**src/rtl/mdu_iter.sv**
```systemverilog
// Iterative RV32M multiply/divide unit: one radix-2 step per cycle, registered rd write-back.
// Define MDU_DIV_EN to build the divider; without it divide ops return err_o.
module mdu_iter #(
  parameter int XLEN = 32
) (
  input  logic            clk_i,
  input  logic            rst_i,
  input  logic            start_i,
  input  logic [2:0]      op_i,
  input  logic [XLEN-1:0] rs1_data_i,
  input  logic [XLEN-1:0] rs2_data_i,
  input  logic [4:0]      rd_i,
  output logic            busy_o,
  output logic            done_o,
  output logic            err_o,
  output logic [4:0]      rd_o,
  output logic [XLEN-1:0] rd_data_o,
  output logic            rd_wen_o
);

  localparam int W2 = 2 * XLEN;

  typedef enum logic [1:0] {S_IDLE, S_CALC, S_DONE} state_e;

  state_e            state_q, state_d;
  logic [2:0]        op_q, op_d;
  logic [XLEN-1:0]   opnd_q, opnd_d;
  logic [W2-1:0]     acc_q, acc_d;
  logic [4:0]        cnt_q, cnt_d;
  logic              neg_q, neg_d;
  logic [4:0]        rd_q, rd_d;
  logic [XLEN-1:0]   rd_data_q, rd_data_d;
`ifdef MDU_DIV_EN
  logic              rem_neg_q, rem_neg_d;
`else
  logic              err_q, err_d;
`endif

  logic            sgn_a, sgn_b;
  logic [XLEN-1:0] mag_a, mag_b;
  logic [XLEN:0]   mul_sum;
  logic [W2-1:0]   mul_step, acc_step, prod;
  logic [XLEN-1:0] mul_res, final_res;
`ifdef MDU_DIV_EN
  logic [XLEN:0]   div_part, div_diff;
  logic [W2-1:0]   div_step;
  logic [XLEN-1:0] quot, rem, div_res;
  logic            div_zero, div_ovf;
`endif

  // Operand signs and magnitudes for the op being requested.
  always_comb begin
    sgn_a = 1'b0;
    sgn_b = 1'b0;
`ifdef MDU_DIV_EN
    if (op_i[2]) begin
      sgn_a = ~op_i[0] & rs1_data_i[XLEN-1];
      sgn_b = ~op_i[0] & rs2_data_i[XLEN-1];
    end else begin
      sgn_a = (op_i[1:0] != 2'b11) & rs1_data_i[XLEN-1];
      sgn_b = ~op_i[1] & rs2_data_i[XLEN-1];
    end
    div_zero = (rs2_data_i == '0);
    div_ovf  = ~op_i[0] & (rs1_data_i == {1'b1, {(XLEN-1){1'b0}}}) & (&rs2_data_i);
`else
    sgn_a = (op_i[1:0] != 2'b11) & rs1_data_i[XLEN-1];
    sgn_b = ~op_i[1] & rs2_data_i[XLEN-1];
`endif
    mag_a = sgn_a ? -rs1_data_i : rs1_data_i;
    mag_b = sgn_b ? -rs2_data_i : rs2_data_i;
  end

  // One iteration: shift-add for multiply, restoring shift-subtract for divide.
  always_comb begin
    mul_sum  = {1'b0, acc_q[W2-1:XLEN]} + (acc_q[0] ? {1'b0, opnd_q} : {(XLEN+1){1'b0}});
    mul_step = {mul_sum, acc_q[XLEN-1:1]};
    acc_step = mul_step;
`ifdef MDU_DIV_EN
    div_part = acc_q[W2-1:XLEN-1];
    div_diff = div_part - {1'b0, opnd_q};
    if (!div_diff[XLEN]) begin
      div_step = {div_diff[XLEN-1:0], acc_q[XLEN-2:0], 1'b1};
    end else begin
      div_step = {div_part[XLEN-1:0], acc_q[XLEN-2:0], 1'b0};
    end
    if (op_q[2]) begin
      acc_step = div_step;
    end
`endif
  end

  // Sign fix-up applied to the accumulator produced by the last step.
  always_comb begin
    prod      = neg_q ? -acc_step : acc_step;
    mul_res   = (op_q == 3'b000) ? prod[XLEN-1:0] : prod[W2-1:XLEN];
    final_res = mul_res;
`ifdef MDU_DIV_EN
    quot    = acc_step[XLEN-1:0];
    rem     = acc_step[W2-1:XLEN];
    div_res = op_q[1] ? (rem_neg_q ? -rem : rem) : (neg_q ? -quot : quot);
    if (op_q[2]) begin
      final_res = div_res;
    end
`endif
  end

  always_comb begin
    state_d   = state_q;
    op_d      = op_q;
    opnd_d    = opnd_q;
    acc_d     = acc_q;
    cnt_d     = cnt_q;
    neg_d     = neg_q;
    rd_d      = rd_q;
    rd_data_d = rd_data_q;
`ifdef MDU_DIV_EN
    rem_neg_d = rem_neg_q;
`else
    err_d     = err_q;
`endif
    case (state_q)
      S_IDLE: begin
        if (start_i) begin
          op_d  = op_i;
          rd_d  = rd_i;
          cnt_d = 5'd31;
          neg_d = sgn_a ^ sgn_b;
`ifdef MDU_DIV_EN
          rem_neg_d = sgn_a;
          if (op_i[2]) begin
            opnd_d = mag_b;
            acc_d  = {{XLEN{1'b0}}, mag_a};
            if (div_zero) begin
              rd_data_d = op_i[1] ? rs1_data_i : {XLEN{1'b1}};
              state_d   = S_DONE;
            end else if (div_ovf) begin
              rd_data_d = op_i[1] ? {XLEN{1'b0}} : rs1_data_i;
              state_d   = S_DONE;
            end else begin
              state_d = S_CALC;
            end
          end else begin
            opnd_d  = mag_a;
            acc_d   = {{XLEN{1'b0}}, mag_b};
            state_d = S_CALC;
          end
`else
          if (op_i[2]) begin
            err_d     = 1'b1;
            rd_data_d = '0;
            state_d   = S_DONE;
          end else begin
            err_d   = 1'b0;
            opnd_d  = mag_a;
            acc_d   = {{XLEN{1'b0}}, mag_b};
            state_d = S_CALC;
          end
`endif
        end
      end
      S_CALC: begin
        acc_d = acc_step;
        cnt_d = cnt_q - 5'd1;
        if (cnt_q == 5'd0) begin
          rd_data_d = final_res;
          state_d   = S_DONE;
        end
      end
      S_DONE: begin
        state_d = S_IDLE;
      end
      default: begin
        state_d = S_IDLE;
      end
    endcase
  end

  always_ff @(posedge clk_i) begin
    if (rst_i) begin
      state_q   <= S_IDLE;
      op_q      <= '0;
      opnd_q    <= '0;
      acc_q     <= '0;
      cnt_q     <= '0;
      neg_q     <= 1'b0;
      rd_q      <= '0;
      rd_data_q <= '0;
`ifdef MDU_DIV_EN
      rem_neg_q <= 1'b0;
`else
      err_q     <= 1'b0;
`endif
    end else begin
      state_q   <= state_d;
      op_q      <= op_d;
      opnd_q    <= opnd_d;
      acc_q     <= acc_d;
      cnt_q     <= cnt_d;
      neg_q     <= neg_d;
      rd_q      <= rd_d;
      rd_data_q <= rd_data_d;
`ifdef MDU_DIV_EN
      rem_neg_q <= rem_neg_d;
`else
      err_q     <= err_d;
`endif
    end
  end

  assign busy_o    = (state_q != S_IDLE);
  assign done_o    = (state_q == S_DONE);
`ifdef MDU_DIV_EN
  assign err_o     = 1'b0;
`else
  assign err_o     = done_o & err_q;
`endif
  assign rd_o      = rd_q;
  assign rd_data_o = rd_data_q;
  assign rd_wen_o  = done_o & ~err_o;

endmodule
```
**config.mk**
```make
export PLATFORM = sky130hd
export DESIGN_NAME = mdu_iter
export DESIGN_NICKNAME = d
export VERILOG_FILES = /design/src/rtl/mdu_iter.sv
export SDC_FILE = /design/constraint.sdc
export NUM_CORES = 1
export LEC_CHECK = 0
export BUFFER_PORTS_ARGS = -buffer_cell sky130_fd_sc_hd__buf_2
export CAP_MARGIN = 20
export CORE_AREA = 2 2 155 157
export DETAILED_ROUTE_END_ITERATION = 6
export DIE_AREA = 0 0 157 159
export PLACE_DENSITY = 0.68
export RECOVER_POWER = 50
export SETUP_SLACK_MARGIN = 0.1
export SLEW_MARGIN = 20
export SYNTH_ARGS = -nofsm -noshare
export SYNTH_HDL_FRONTEND = slang
export SYNTH_SLANG_ARGS = --single-unit
```
**constraint.sdc**
```tcl
create_clock -name clk_i -period 6.6 [get_ports clk_i]
set_clock_uncertainty 0.2 [all_clocks]
set_input_delay 0.33 -clock clk_i [delete_from_list [all_inputs] [get_ports clk_i]]
set_output_delay 0.33 -clock clk_i [all_outputs]
set_load 0.03 [all_outputs]
```
==> impl_results.md <==
- Status: finished, violations left
- Violated checks: capacitance limit, slew limit
- Pwr Total: 2.59 mW
- Slew Limit Fails: 198
- CP Data Arrival Time: 5.73 ns
- Final Wtd Congestion: 0.882
- DPL Wire Length: 22.7 mm
- Fmax: 180 MHz
- Vias per inst: 5.93
- Final instance area: 0.0118 mm2
- Worst-path clk slew: 0.06 ns
- Final WL: 30.8 mm
- Tmin final: 5.57 ns
- Rel. slew slack: -141%
- Core area: 0.0232 mm2
- DRC viols: 0
- Yosys cell types: 74
- H-Tree Depth: 4
- CP Capture Type: flop
- Final worst slack: 1.03 ns
- WHS: 0.00449 ns
- DRT iter0 DRCs: 880
- Reg2reg setup slack: 1.03 ns
- Top cells by count, synth: 186 x nand2_1, 153 x a21oi_1, 144 x dfxtp_1
- Worst setup path endpoint: rd_data_o[29]
- Post-CTS Setup Bufs: 0
- CP startpoint: state_q[0]
- R2R cell count: 8
- 1st-pass router iterations: 5
- Yosys warns: 0
- DRT antenna net count: 0
- Via count: 10.7k
- Top-area cell type share of the netlist area: 27.8%
- Die ar.: 0.0250 mm2
- Layout area overhead: 13.8%
- Clock buffer depth: 2
- Worst Hold Class: in -> reg
- Leak: 4.45 nW
- CTS Buf Count: 17
- Worst skew pair latency: 0.44 ns
- Number of synthesized flops with an enable pin: 0
- Final Non-Filler Cells: 1807
- Initial antenna violation count: 0
- Max-cap viol count: 3
- IO buf count: 115
- Placed inst area: 0.0111 mm2
- Overflow after GRT: 0
- RR Startpoint: state_q[0]
- Cell with the most instances after synthesis: nand2_1
- Fin util: 51.0%
- Wire length per cell: 17.0 um
- Ys flop type: dfxtp_1
- Largest area contributor in the netlist: dfxtp_1
- First-pass GRT wire length: 49.2 mm
- Post-layout nets: 1589
- Post_cts resized: 0
- Rows: 56
- Largest cells by area after synthesis: dfxtp_1 28%, a21oi_1 7.4%, nand2_1 6.7%, xnor2_1 5.5%, nor2_1 4.7%
- Post-Syn Nets: 1527
- Sequential area share after synthesis: 27.8%
- CTS sink cnt: 144
- VDD IR max: 0.154 mV
- Worst setup path class: reg -> reg
- Cell area after synthesis: 0.0104 mm2
- CTS tree: built
- Pwr Density: 219 mW/mm2
- Slew @ Worst Pin: 3.61 ns
- Period utilisation layout: 84.4%
- DIE WIDTH: 157 um
- Final Setup Violations: 0
- Synth Register Bits: 144
- Initial Utilization: 44.8%
- Cell count after placement: 1768
- Share of layout cells above drive strength 1: 8.94%
- Cts hold-fix bufs: 8
- Clock root buffer: clkbuf_16
- RSZ-0062 raised after global routing: false
- Setup crit start kind: flop
- Hold Vio Cnt, Final: 0
- RR Endpoint: rd_data_o[29]
- CP required: 6.76 ns
- Total negative setup slack: 0 ns
- Async SR Flop Fraction: 0%
- Worst slack at placement: 1.45 ns
- Global Route Usage Sum: 24.2%
- Antenna cells: 0
- Pin count of the biggest net entering global routing: 103
- Die H: 159 um
- Synthesized area per cell: 7.35 um2
- CP max FO: 66
- Top-Level Pins: 116
- Syn Inst Count: 1414
- Vias in the first global route: 9851
-- state kept, by name, indices dropped and copies added, names as in the netlist --
name       cells
op_q           3
cnt_q          5
neg_q          1
opnd_q        32
acc_q         64
state_q        2
rd_data_o     32
rd_o           5
-- how the worst min path moves through the flow --
stage | from | end | slack, ns | cells past startpoint
6_report | rs1_data_i[1] | opnd_q[1] | 0.004 | 3
5_1_grt | op_i[1] | op_q[1] | 0.01 | 3
4_1_cts | rs1_data_i[1] | opnd_q[1] | 0.002 | 3
3_5_place_dp | rd_data_o[15] | rd_data_o[15] | 0.24 | 2
3_3_place_gp | rd_data_o[15] | rd_data_o[15] | 0.23 | 2
2_1_floorplan | opnd_q[21] | opnd_q[21] | 0.23 | 2
-- routing by layer --
layer / vias up / GRT usage (%) / share of wire (%)
met2: 325 / 40.0 / 48
met1: 5060 / 31.8 / 44
met4: 0 / 7.84 / 2.4
met5: - / 0 / 0
met3: 52 / 4.14 / 5.6
li1: 5284 / - / -
-- cells in the final DEF (no fill, tap or decap), types with 37 or more instances in the layout --
| master | Yosys | layout |
|---|---|---|
| a21oi_1 | 153 | 153 |
| and2_1 | 42 | 41 |
| buf_2 | 1 | 73 |
| clkbuf_1 | 84 | 46 |
| dfxtp_1 | 144 | 143 |
| ha_1 | 37 | 37 |
| nand2_1 | 186 | 186 |
| nand3_1 | 46 | 46 |
| nor2_1 | 131 | 129 |
| o21ai_0 | 75 | 75 |
| xnor2_1 | 65 | 65 |
| xor2_1 | 55 | 55 |
-- critical path, cell delays in order, from the launching register on --
cell,delay (ns)
dfxtp_1,0.40
nor2b_1,0.16
clkbuf_1,2.28
nand2_1,0.94
nor2_1,0.81
nand2_1,0.28
nor2_1,0.22
a21oi_1,0.07
o21ai_1,0.12
-- power breakdown --
part / switching, mW / internal, mW / leakage (nW)
sequential: 0.0386 / 0.909 / 1.17
combinational: 0.322 / 0.186 / 2.94
clock: 0.388 / 0.748 / 0.336
total: 0.749 / 1.84 / 4.45
-- cell type report --
class,instances,area [um2]
Clock buffer,22,484
Clock inverter,9,203
Fill cell,2356,11400
Inverter,17,63.8
Multi-Input combinational cell,1163,7120
Sequential cell,144,2880
Tap cell,319,399
Timing Repair Buffer,133,671
-- cells by family (layout without fill, tap and decap cells) --
logic type / count (synthesis) / in the layout / share of synthesized area [%]
AOI/OAI and AO/OA: 448 / 448 / 27.7
xor gates and xnor gates: 120 / 120 / 10.1
muxes: 3 / 3 / 0.289
buffers and inverters: 107 / 181 / 3.95
and+or+nand+nor: 554 / 554 / 25.6
DFF: 144 / 144 / 27.8
adders and majority gates: 38 / 38 / 4.65
(Power assumes the default switching activity.)
